===== config.mk =====
export PLATFORM = sky130hd
export DESIGN_NAME = uart_fifo_param
export DESIGN_NICKNAME = d
export VERILOG_FILES = /design/src/rtl/uart_pkg.sv /design/src/rtl/uart_fifo_ram.sv /design/src/rtl/uart_fifo_param.sv
export SDC_FILE = /design/constraint.sdc
export NUM_CORES = 1
export LEC_CHECK = 0
export BUFFER_PORTS_ARGS = -buffer_cell sky130_fd_sc_hd__buf_2
export CORE_ASPECT_RATIO = 0.8
export CORE_MARGIN = 4
export CORE_UTILIZATION = 32
export CTS_BUF_LIST = sky130_fd_sc_hd__clkbuf_8
export CTS_CLUSTER_DIAMETER = 30
export DETAILED_ROUTE_END_ITERATION = 8
export GPL_TIMING_DRIVEN = 0
export HOLD_SLACK_MARGIN = 0.08
export PLACE_DENSITY = 0.56
export SETUP_SLACK_MARGIN = 0.02
export SKIP_CTS_REPAIR_TIMING = 1
export SYNTH_ARGS = -nofsm -noshare
export SYNTH_HDL_FRONTEND = slang
export SYNTH_SLANG_ARGS = --single-unit

===== constraint.sdc =====
create_clock -name aclk -period 8.5 [get_ports aclk]
set_input_delay 1.7 -clock aclk [delete_from_list [all_inputs] [get_ports aclk]]
set_output_delay 1.7 -clock aclk [all_outputs]
set_load 0.01 [all_outputs]

===== src/rtl/uart_pkg.sv =====
// Shared definitions for the parametrised UART byte FIFO.
//   OVR_CNT_W      : width of the dropped-write counter
//   lvl_w()        : width of an occupancy value able to hold 0..depth
//   fifo_params_ok : legality check for the FIFO parameter set
package uart_pkg;

  localparam int OVR_CNT_W = 16;

  // Occupancy needs one bit more than the pointers so that "full" (== depth)
  // is representable.
  function automatic int lvl_w(input int depth);
    return $clog2(depth) + 1;
  endfunction

  function automatic bit fifo_params_ok(input int data_w, input int depth,
                                        input int af_level, input int ae_level,
                                        input int drop_on_full);
    bit ok;
    ok = (data_w >= 1) && (depth >= 2) && ((depth & (depth - 1)) == 0);
    ok = ok && (af_level >= 1) && (af_level <= depth);
    ok = ok && (ae_level >= 0) && (ae_level <= depth - 1);
    ok = ok && ((drop_on_full == 0) || (drop_on_full == 1));
    return ok;
  endfunction

endpackage


===== src/rtl/uart_fifo_ram.sv =====
// Simple dual-port storage for the UART FIFO.
//   clk_i   : clock, write on rising edge
//   we_i    : write enable
//   waddr_i : write address
//   wdata_i : write data
//   raddr_i : read address
//   rdata_o : read data, combinational from raddr_i
// Asynchronous read keeps the FIFO first-word fall-through; a registered-output
// RAM can replace this later if the control adds a prefetch stage.
module uart_fifo_ram #(
  parameter int DATA_W = 8,
  parameter int DEPTH  = 16
) (
  input  logic                     clk_i,
  input  logic                     we_i,
  input  logic [$clog2(DEPTH)-1:0] waddr_i,
  input  logic [DATA_W-1:0]        wdata_i,
  input  logic [$clog2(DEPTH)-1:0] raddr_i,
  output logic [DATA_W-1:0]        rdata_o
);

  logic [DATA_W-1:0] mem_q [DEPTH];

  always_ff @(posedge clk_i) begin
    if (we_i) mem_q[waddr_i] <= wdata_i;
  end

  assign rdata_o = mem_q[raddr_i];

endmodule


===== src/rtl/uart_fifo_param.sv =====
// Parametrised first-word fall-through UART byte FIFO.
//   aclk, areset            : clock, synchronous active-high reset
//   flush                   : clear contents (peak/overrun state kept)
//   wrvalid/wrready/wrdata  : write handshake
//   rdvalid/rdready/rddata  : read handshake, rddata valid while rdvalid
//   empty/full              : level == 0 / level == DEPTH
//   almost_full/almost_empty: level >= AF_LEVEL / level <= AE_LEVEL
//   level                   : current occupancy 0..DEPTH
//   peak_level, peak_clr    : high-water mark, reload with current level
//   overrun, overrun_cnt    : sticky drop flag and saturating drop count
//   ovr_clr                 : clear overrun state
// All status outputs decode registered state only.
module uart_fifo_param
  import uart_pkg::*;
#(
  parameter int DATA_W       = 8,
  parameter int DEPTH        = 16,
  parameter int AF_LEVEL     = DEPTH - 2,
  parameter int AE_LEVEL     = 2,
  parameter int DROP_ON_FULL = 0
) (
  input  logic                      aclk,
  input  logic                      areset,
  input  logic                      flush,
  input  logic                      wrvalid,
  output logic                      wrready,
  input  logic [DATA_W-1:0]         wrdata,
  output logic                      rdvalid,
  input  logic                      rdready,
  output logic [DATA_W-1:0]         rddata,
  output logic                      empty,
  output logic                      full,
  output logic                      almost_full,
  output logic                      almost_empty,
  output logic [lvl_w(DEPTH)-1:0]   level,
  output logic [lvl_w(DEPTH)-1:0]   peak_level,
  input  logic                      peak_clr,
  output logic                      overrun,
  output logic [OVR_CNT_W-1:0]      overrun_cnt,
  input  logic                      ovr_clr
);

  localparam int AW   = $clog2(DEPTH);
  localparam int LW   = lvl_w(DEPTH);
  localparam bit DROP = (DROP_ON_FULL != 0);

  if (!fifo_params_ok(DATA_W, DEPTH, AF_LEVEL, AE_LEVEL, DROP_ON_FULL)) begin : g_param_err
    $error("uart_fifo_param: illegal parameter set");
  end

  logic [AW-1:0]        wr_ptr_q, wr_ptr_d, rd_ptr_q, rd_ptr_d;
  logic [LW-1:0]        level_q, level_d, peak_q, peak_d;
  logic                 ovr_q, ovr_d;
  logic [OVR_CNT_W-1:0] ovr_cnt_q, ovr_cnt_d;
  logic                 write_fire, read_fire, drop, move_wr, move_rd;

  assign empty        = (level_q == '0);
  assign full         = (level_q == LW'(DEPTH));
  assign almost_full  = (level_q >= LW'(AF_LEVEL));
  assign almost_empty = (level_q <= LW'(AE_LEVEL));
  assign rdvalid      = !empty;
  assign wrready      = DROP ? 1'b1 : !full;
  assign level        = level_q;
  assign peak_level   = peak_q;
  assign overrun      = ovr_q;
  assign overrun_cnt  = ovr_cnt_q;

  always_comb begin
    write_fire = wrvalid && wrready && !full;
    read_fire  = rdvalid && rdready;
    // In drop mode a write while full is lost even if a read frees a slot now.
    drop       = DROP && wrvalid && full;
    // Flush overrides any same-cycle data movement.
    move_wr    = write_fire && !flush;
    move_rd    = read_fire && !flush;

    wr_ptr_d = flush ? '0 : wr_ptr_q + AW'(move_wr);
    rd_ptr_d = flush ? '0 : rd_ptr_q + AW'(move_rd);
    level_d  = flush ? '0 : level_q + LW'(move_wr) - LW'(move_rd);

    if (peak_clr || (level_d > peak_q)) peak_d = level_d;
    else                                peak_d = peak_q;

    ovr_d     = ovr_q;
    ovr_cnt_d = ovr_cnt_q;
    if (ovr_clr) begin
      ovr_d     = 1'b0;
      ovr_cnt_d = '0;
    end else if (drop && !flush) begin
      ovr_d = 1'b1;
      if (ovr_cnt_q != '1) ovr_cnt_d = ovr_cnt_q + 1'b1;
    end
  end

  always_ff @(posedge aclk) begin
    if (areset) begin
      wr_ptr_q  <= '0;
      rd_ptr_q  <= '0;
      level_q   <= '0;
      peak_q    <= '0;
      ovr_q     <= 1'b0;
      ovr_cnt_q <= '0;
    end else begin
      wr_ptr_q  <= wr_ptr_d;
      rd_ptr_q  <= rd_ptr_d;
      level_q   <= level_d;
      peak_q    <= peak_d;
      ovr_q     <= ovr_d;
      ovr_cnt_q <= ovr_cnt_d;
    end
  end

  uart_fifo_ram #(
    .DATA_W (DATA_W),
    .DEPTH  (DEPTH)
  ) u_ram (
    .clk_i   (aclk),
    .we_i    (move_wr),
    .waddr_i (wr_ptr_q),
    .wdata_i (wrdata),
    .raddr_i (rd_ptr_q),
    .rdata_o (rddata)
  );

endmodule


==> results.ini, run 1 <==
[outcome]
status=completed

[sta]
relSlewSlack_pct=37.0
tns_ps=0
fin_crit_sh_pct=61.0
max_freq_mhz=193
setup_viol=0
slew_viol_final=0
hold_viol=0
hold_ws_ps=608
rsz0062_at_grt=no
finClkSkew_ps=15.2
finalWorstSetupSlack_ps=3320
max_slew.worst_pin.slew_ps=941
finalCriticalPeriod_ps=5180

[setup_path]
critPathLaunchType=input port
worstSetupPathType=input port to register
worst-path-max-fanout=10
reg2reg_slack_ps=3910
crit_path_end=peak_level[1]$_SDFFE_PP0P_
startpoint=flush
reg2reg_depth=18
crit_required_ps=8840
end_kind=register
reg2reg_to=peak_level[1]$_SDFFE_PP0P_
crit_arrival_ps=5520
timing.rr.start=level[2]$_SDFF_PP0_

[detailed_routing]
wl_per_cell_um=17.7
postRouteAntennaNets=0
wl_met2_um=5840
drtPass1Iterations=4
viasPerCell=4.60
initialDrtViolationCount=305
drt-met1-wl_um=5780
wl_met3_um=891
drt_wl_total_um=12700
drcViolationCount=0
vias=3292
top_layer_used=met4

[placement]
pre_cts_slack_ps=2790
dp_hpwl_um=8860
gp_congestion=0.743
numPlacedInstances=683
numPortBuffers=36
dpl_cell_area_sq_um=6790

[synthesis]
synth.cells.most_frequent=edfxtp_1 (128), mux4_2 (32), nor2_1 (31), ha_1 (20)
netlist_area_sq_um=6220
synth_cell_types=42
synth_warnings=0
ys.flop_type=edfxtp_1
synth.area.top_cells=edfxtp_1 (62%), mux4_2 (12%), dfxtp_1 (5.8%)
netlist.area_leader.share_pct=61.8
syn_area_per_cell_sq_um=16.8
yosysMostFrequentCell=edfxtp_1
synth-seq-area-share_pct=67.6
synth_area_leader_cell=edfxtp_1
synth_cells=371
synth_edf_count=128
synth.ff_latch_count=146
async_reset_ff_share_pct=0

[cts]
cts.sinks=146
cts_max_path_buffers=2
htreeDepth=4
clock_latency_ps=450
path_clk_slew_ps=80
cts_made_buffers=17
clock_tree.root_cell=clkbuf_8
cts_tree=built

[finish]
num_antenna_cells=0
syn2layout_area_growth_pct=15.0
drive_gt1_share_pct=29.5
instances_no_fill=715
final_nets=480
final_area_sq_um=7150

[floorplan]
core_sq_um=19000
io_pins=56
dieArea_sq_um=21700
die_h_um=133
rows=45
die_width_um=164
start_util_pct=32.7

[min_path]
hp-class=register to register

[global_routing]
grt_overflow=0
grt_max_degree=17
grt_pass1_vias=3351
track_usage_pct=12.2
antenna_found_initial=0
grt_pass1_wl_um=19500

[pwr]
p_per_area_nw_per_um2=203
p_leak_nw=2.52
peakVddDrop_v=0.0000768

[job]
cap_violations=0

[cells in the final DEF (no fill, tap or decap), types with 8 or more instances in the layout]
cell | synthesis | layout
ha_1 | 20 | 20
nor2_1 | 31 | 31
clkbuf_8 | 0 | 17
a22oi_1 | 16 | 16
buf_4 | 18 | 18
buf_2 | 4 | 42
inv_1 | 14 | 14
edfxtp_1 | 128 | 128
nand2_1 | 13 | 13
dfxtp_1 | 18 | 18
nor2b_1 | 8 | 8
mux4_2 | 32 | 32
conb_1 | 1 | 17
[worst min-delay path by stage]
stage                                       from                endpoint  cells after the start
after global placement    rd_ptr_q[3]$_SDFF_PP0_  rd_ptr_q[3]$_SDFF_PP0_                      2
final                     rd_ptr_q[1]$_SDFF_PP0_  rd_ptr_q[1]$_SDFF_PP0_                      2
after CTS                 rd_ptr_q[3]$_SDFF_PP0_  rd_ptr_q[3]$_SDFF_PP0_                      2
after floorplan           rd_ptr_q[3]$_SDFF_PP0_  rd_ptr_q[3]$_SDFF_PP0_                      2
after global routing      rd_ptr_q[0]$_SDFF_PP0_  rd_ptr_q[0]$_SDFF_PP0_                      2
after detailed placement  rd_ptr_q[3]$_SDFF_PP0_  rd_ptr_q[3]$_SDFF_PP0_                      2
[layout make-up]
| type | instances | area [sq um] |
|---|---|---|
| clock buffer | 17 | 234 |
| multi-input combinational | 193 | 1810 |
| sequential | 146 | 4200 |
| clock inverter | 15 | 121 |
| tap | 258 | 323 |
| timing repair buffer | 38 | 190 |
| inverter | 15 | 56.3 |
| fill | 1814 | 11900 |
| buffer | 33 | 211 |
[power breakdown]
| group | switching [mW] | total (mW) | internal, mW |
|---|---|---|---|
| combinational | 0.0943 | 0.168 | 0.0733 |
| sequential | 0.00613 | 0.794 | 0.788 |
| clock | 0.279 | 0.488 | 0.209 |
| total | 0.380 | 1.45 | 1.07 |
[metrics by stage]
stage	util [%]	power (mW)
2_1_floorplan	-	0.926
3_3_place_gp	35.6	0.975
3_5_place_dp	35.7	0.979
4_1_cts	37.6	1.47
5_1_grt	37.6	1.52
6_report	37.6	1.45
[worst max-delay path, stage by stage]
cell and delay, ps:
buf_2 130, clkbuf_1 220, nor3b_1 420, ha_1 180, inv_1 40, ha_1 200
fa_1 400, nor2b_1 150, o31ai_1 370, mux2i_1 330, inv_1 80, ha_1 300
a211oi_1 430, a21o_1 240, mux2_2 340
[kinds of logic after synthesis]
kind of cell	share of synthesized area (%)
flip-flops	67.6
AND/OR/NAND/NOR	7.02
buffers and inverters	4.31
multiplexers	12.5
AO/OA/AOI/OAI	3.22
adder cells (fa/ha/maj)	4.35
XOR/XNOR	0.986
other	0.0603
[flip-flops by register name, indices dropped and copies added, names as in the netlist]
name / flops
level: 5
peak_level: 5
rd_ptr_q: 4
u_ram.mem_q: 128
wr_ptr_q: 4
[metal layers]
layer  GRT usage [%]  vias up
met5               0        -
met3            3.77       15
li1                -     1537
met1            17.3     1654
met4            4.38        0
met2            17.9       86
Note: power is estimated with default switching activity, not from simulation.
==> inputs of run 2 (changes only) <==
--- a/config.mk
+++ b/config.mk
@@ -14,7 +14,7 @@
 export DETAILED_ROUTE_END_ITERATION = 8
 export GPL_TIMING_DRIVEN = 0
 export HOLD_SLACK_MARGIN = 0.08
-export PLACE_DENSITY = 0.56
+export PLACE_DENSITY = 0.58
 export SETUP_SLACK_MARGIN = 0.02
 export SKIP_CTS_REPAIR_TIMING = 1
 export SYNTH_ARGS = -nofsm -noshare
==> constraint.sdc (replaced) <==
create_clock -name aclk -period 4.3 [get_ports aclk]
set_input_delay 0.86 -clock aclk [delete_from_list [all_inputs] [get_ports aclk]]
set_output_delay 0.86 -clock aclk [all_outputs]
set_load 0.01 [all_outputs]
==> results.ini, run 2 (synthesis gave the netlist of run 1 again) <==
[floorplan]
die_width_um=164  ; unchanged
core_sq_um=19000  ; unchanged
rows=45  ; unchanged
start_util_pct=32.7  ; unchanged
io_pins=56  ; unchanged
die_h_um=133  ; unchanged
dieArea_sq_um=21700  ; unchanged

[setup_path]
crit_arrival_ps=4410  ; -1110 ps
critPathLaunchType=register
crit_chain=inv_1, ha_2, nand3_2, inv_2, nor3b_4, inv_1, ha_1, inv_1, ha_1, fa_2, nor2b_1, o31ai_2, mux2i_2, inv_1, ha_4, nand2_1, a211o_1, a21o_1, mux2_2
worstSetupPathType=register to register
worst-path-buf-inv=5  ; +1
reg2reg_to=peak_level[1]$_SDFFE_PP0P_
reg2reg_depth=19  ; +1
reg2reg_slack_ps=230  ; -3680 ps
crit_required_ps=4640  ; -4200 ps
end_kind=register
crit_path_top_delay_cell=dfxtp_4
worst-path-max-fanout=4  ; -6
timing.rr.start=level[2]$_SDFF_PP0_
cpMostUsedCell=inv_1
cp_slowest_stage_delay_ps=370  ; -60 ps
critPathTopFamily=adder cells

[global_routing]
grt_overflow=0  ; unchanged
track_usage_pct=12.1  ; -0.085 points
antenna_found_initial=0  ; unchanged
grt_pass1_vias=3298  ; -1.6%
grt_max_degree=17  ; unchanged
grt_pass1_wl_um=19100  ; -2.0%

[cts]
cts_tree=built
path_clk_slew_ps=80  ; about the same
clock_tree.root_cell=clkbuf_8
cts.sinks=146  ; unchanged
cts_max_path_buffers=2  ; unchanged
clock_latency_ps=450  ; about the same
cts_made_buffers=17  ; unchanged
htreeDepth=4  ; unchanged

[finish]
final_cell_mix=edfxtp_1 (128), buf_2 (40), mux4_2 (32)
largest-register=u_ram.mem_q
multi_input_area_sq_um=1860  ; +2.6%
num_antenna_cells=0  ; unchanged
fillers=1807  ; -0.39%
final_nets=483  ; +0.63%
final_common_cell=edfxtp_1
syn2layout_area_growth_pct=17.7
final_area_sq_um=7320  ; +2.3%
largest_reg_flops=128  ; unchanged
seq_area_sq_um=4210  ; +0.12%
drive_gt1_share_pct=32.6  ; +3.1 points

[min_path]
hold_end=rd_ptr_q[0]$_SDFF_PP0_
min_from=rd_ptr_q[0]$_SDFF_PP0_
hp-class=register to register
whs_path_depth=2  ; unchanged

[sta]
tns_ps=0  ; unchanged
hold_viol=0  ; unchanged
slew_viol_final=0  ; unchanged
relSlewSlack_pct=37.6  ; +0.59 points
setup_viol=0  ; unchanged
max_freq_mhz=246
hold_ws_ps=594  ; -14.3 ps
max_slew.worst_pin.slew_ps=933  ; -8.80 ps
finalWorstSetupSlack_ps=227  ; -3090 ps
finalCriticalPeriod_ps=4070
finClkSkew_ps=11.6  ; -3.52 ps
fin_crit_sh_pct=94.7
rsz0062_at_grt=no

[placement]
gp_congestion=0.787  ; +5.8%
dpl_cell_area_sq_um=6800  ; about the same
pre_cts_slack_ps=-511  ; -3300 ps
numPortBuffers=36  ; unchanged
dp_hpwl_um=8430  ; -4.8%

[detailed_routing]
vias=3223  ; -2.1%
wl_per_cell_um=17.7  ; -0.50%
postRouteAntennaNets=0  ; unchanged
viasPerCell=4.49  ; -2.5%
drtPass1Iterations=4  ; unchanged
drcViolationCount=0  ; unchanged
drt_wl_total_um=12700  ; about the same
initialDrtViolationCount=186  ; -39%

[pwr]
net-switching-power_uw=739  ; +95%
clkPwrFrac_pct=37.2  ; +3.5 points
p_per_area_nw_per_um2=426  ; +110%
swShare_pct=23.7  ; -2.5 points
seqPwrFrac_pct=50.3  ; -4.4 points
combinationalPowerShare_pct=12.5  ; +0.9 points
p_leak_nw=2.59  ; +2.8%
total_power_mw=3.12  ; +120%
peakVddDrop_v=0.000182  ; +140%
internal_power_mw=2.38  ; +120%

[job]
cap_violations=0  ; unchanged

[outcome]
status=completed

[run 2: metrics by stage]
step,util [%],std cells
after floorplan,-,387
after global placement,35.6,681
after detailed placement,35.7,681
after CTS,38.0,713
after global routing,38.4,718
final,38.4,718
[run 2: how the worst max path moves through the flow]
stage | depth (start not counted) | endpoint | start
2_1_floorplan | 18 | peak_level[0]$_SDFFE_PP0P_ | level[2]$_SDFF_PP0_
3_3_place_gp | 15 | peak_level[1]$_SDFFE_PP0P_ | flush
3_5_place_dp | 15 | peak_level[1]$_SDFFE_PP0P_ | flush
4_1_cts | 18 | peak_level[1]$_SDFFE_PP0P_ | level[2]$_SDFF_PP0_
5_1_grt | 19 | peak_level[0]$_SDFFE_PP0P_ | level[3]$_SDFF_PP0_
6_report | 19 | peak_level[1]$_SDFFE_PP0P_ | level[2]$_SDFF_PP0_
[run 2: cell type report]
class	instances	share of cell area, %
flip-flops and latches	146	57.5
multi-input cells	193	25.4
well taps	258	4.41
clock buffers	17	3.20
repair buffers	41	2.98
plain buffers	33	2.89
clock inverters	15	2.84
inverters	15	0.769
[run 2: routing by layer]
layer / vias to the layer above / part of all wire, % / GRT usage [%]
met1: 1604 / 47 / 16.5
met5: - / 0 / 0
met2: 71 / 46 / 18.2
met4: 0 / 1.8 / 5.17
met3: 16 / 5.5 / 3.58
li1: 1532 / - / -
[run 2: worst register-to-register path, delay by kind of cell (launching register included)]
kind                     cells  cell delay [ps]
multiplexers                 2              570
flip-flops                   1              370
adder cells (fa/ha/maj)      5             1310
AND/OR/NAND/NOR              4              500
buffers and inverters        5              340
AO/OA/AOI/OAI                3              880
[run 2: power groups by stage]
stage / logic [mW] / clock network (mW) / registers [mW]
floorplan: 0.226 / 0 / 1.61
global placement: 0.325 / 0 / 1.60
detailed placement: 0.334 / 0 / 1.60
CTS: 0.336 / 1.19 / 1.57
global route: 0.428 / 1.25 / 1.57
finish: 0.389 / 1.16 / 1.57
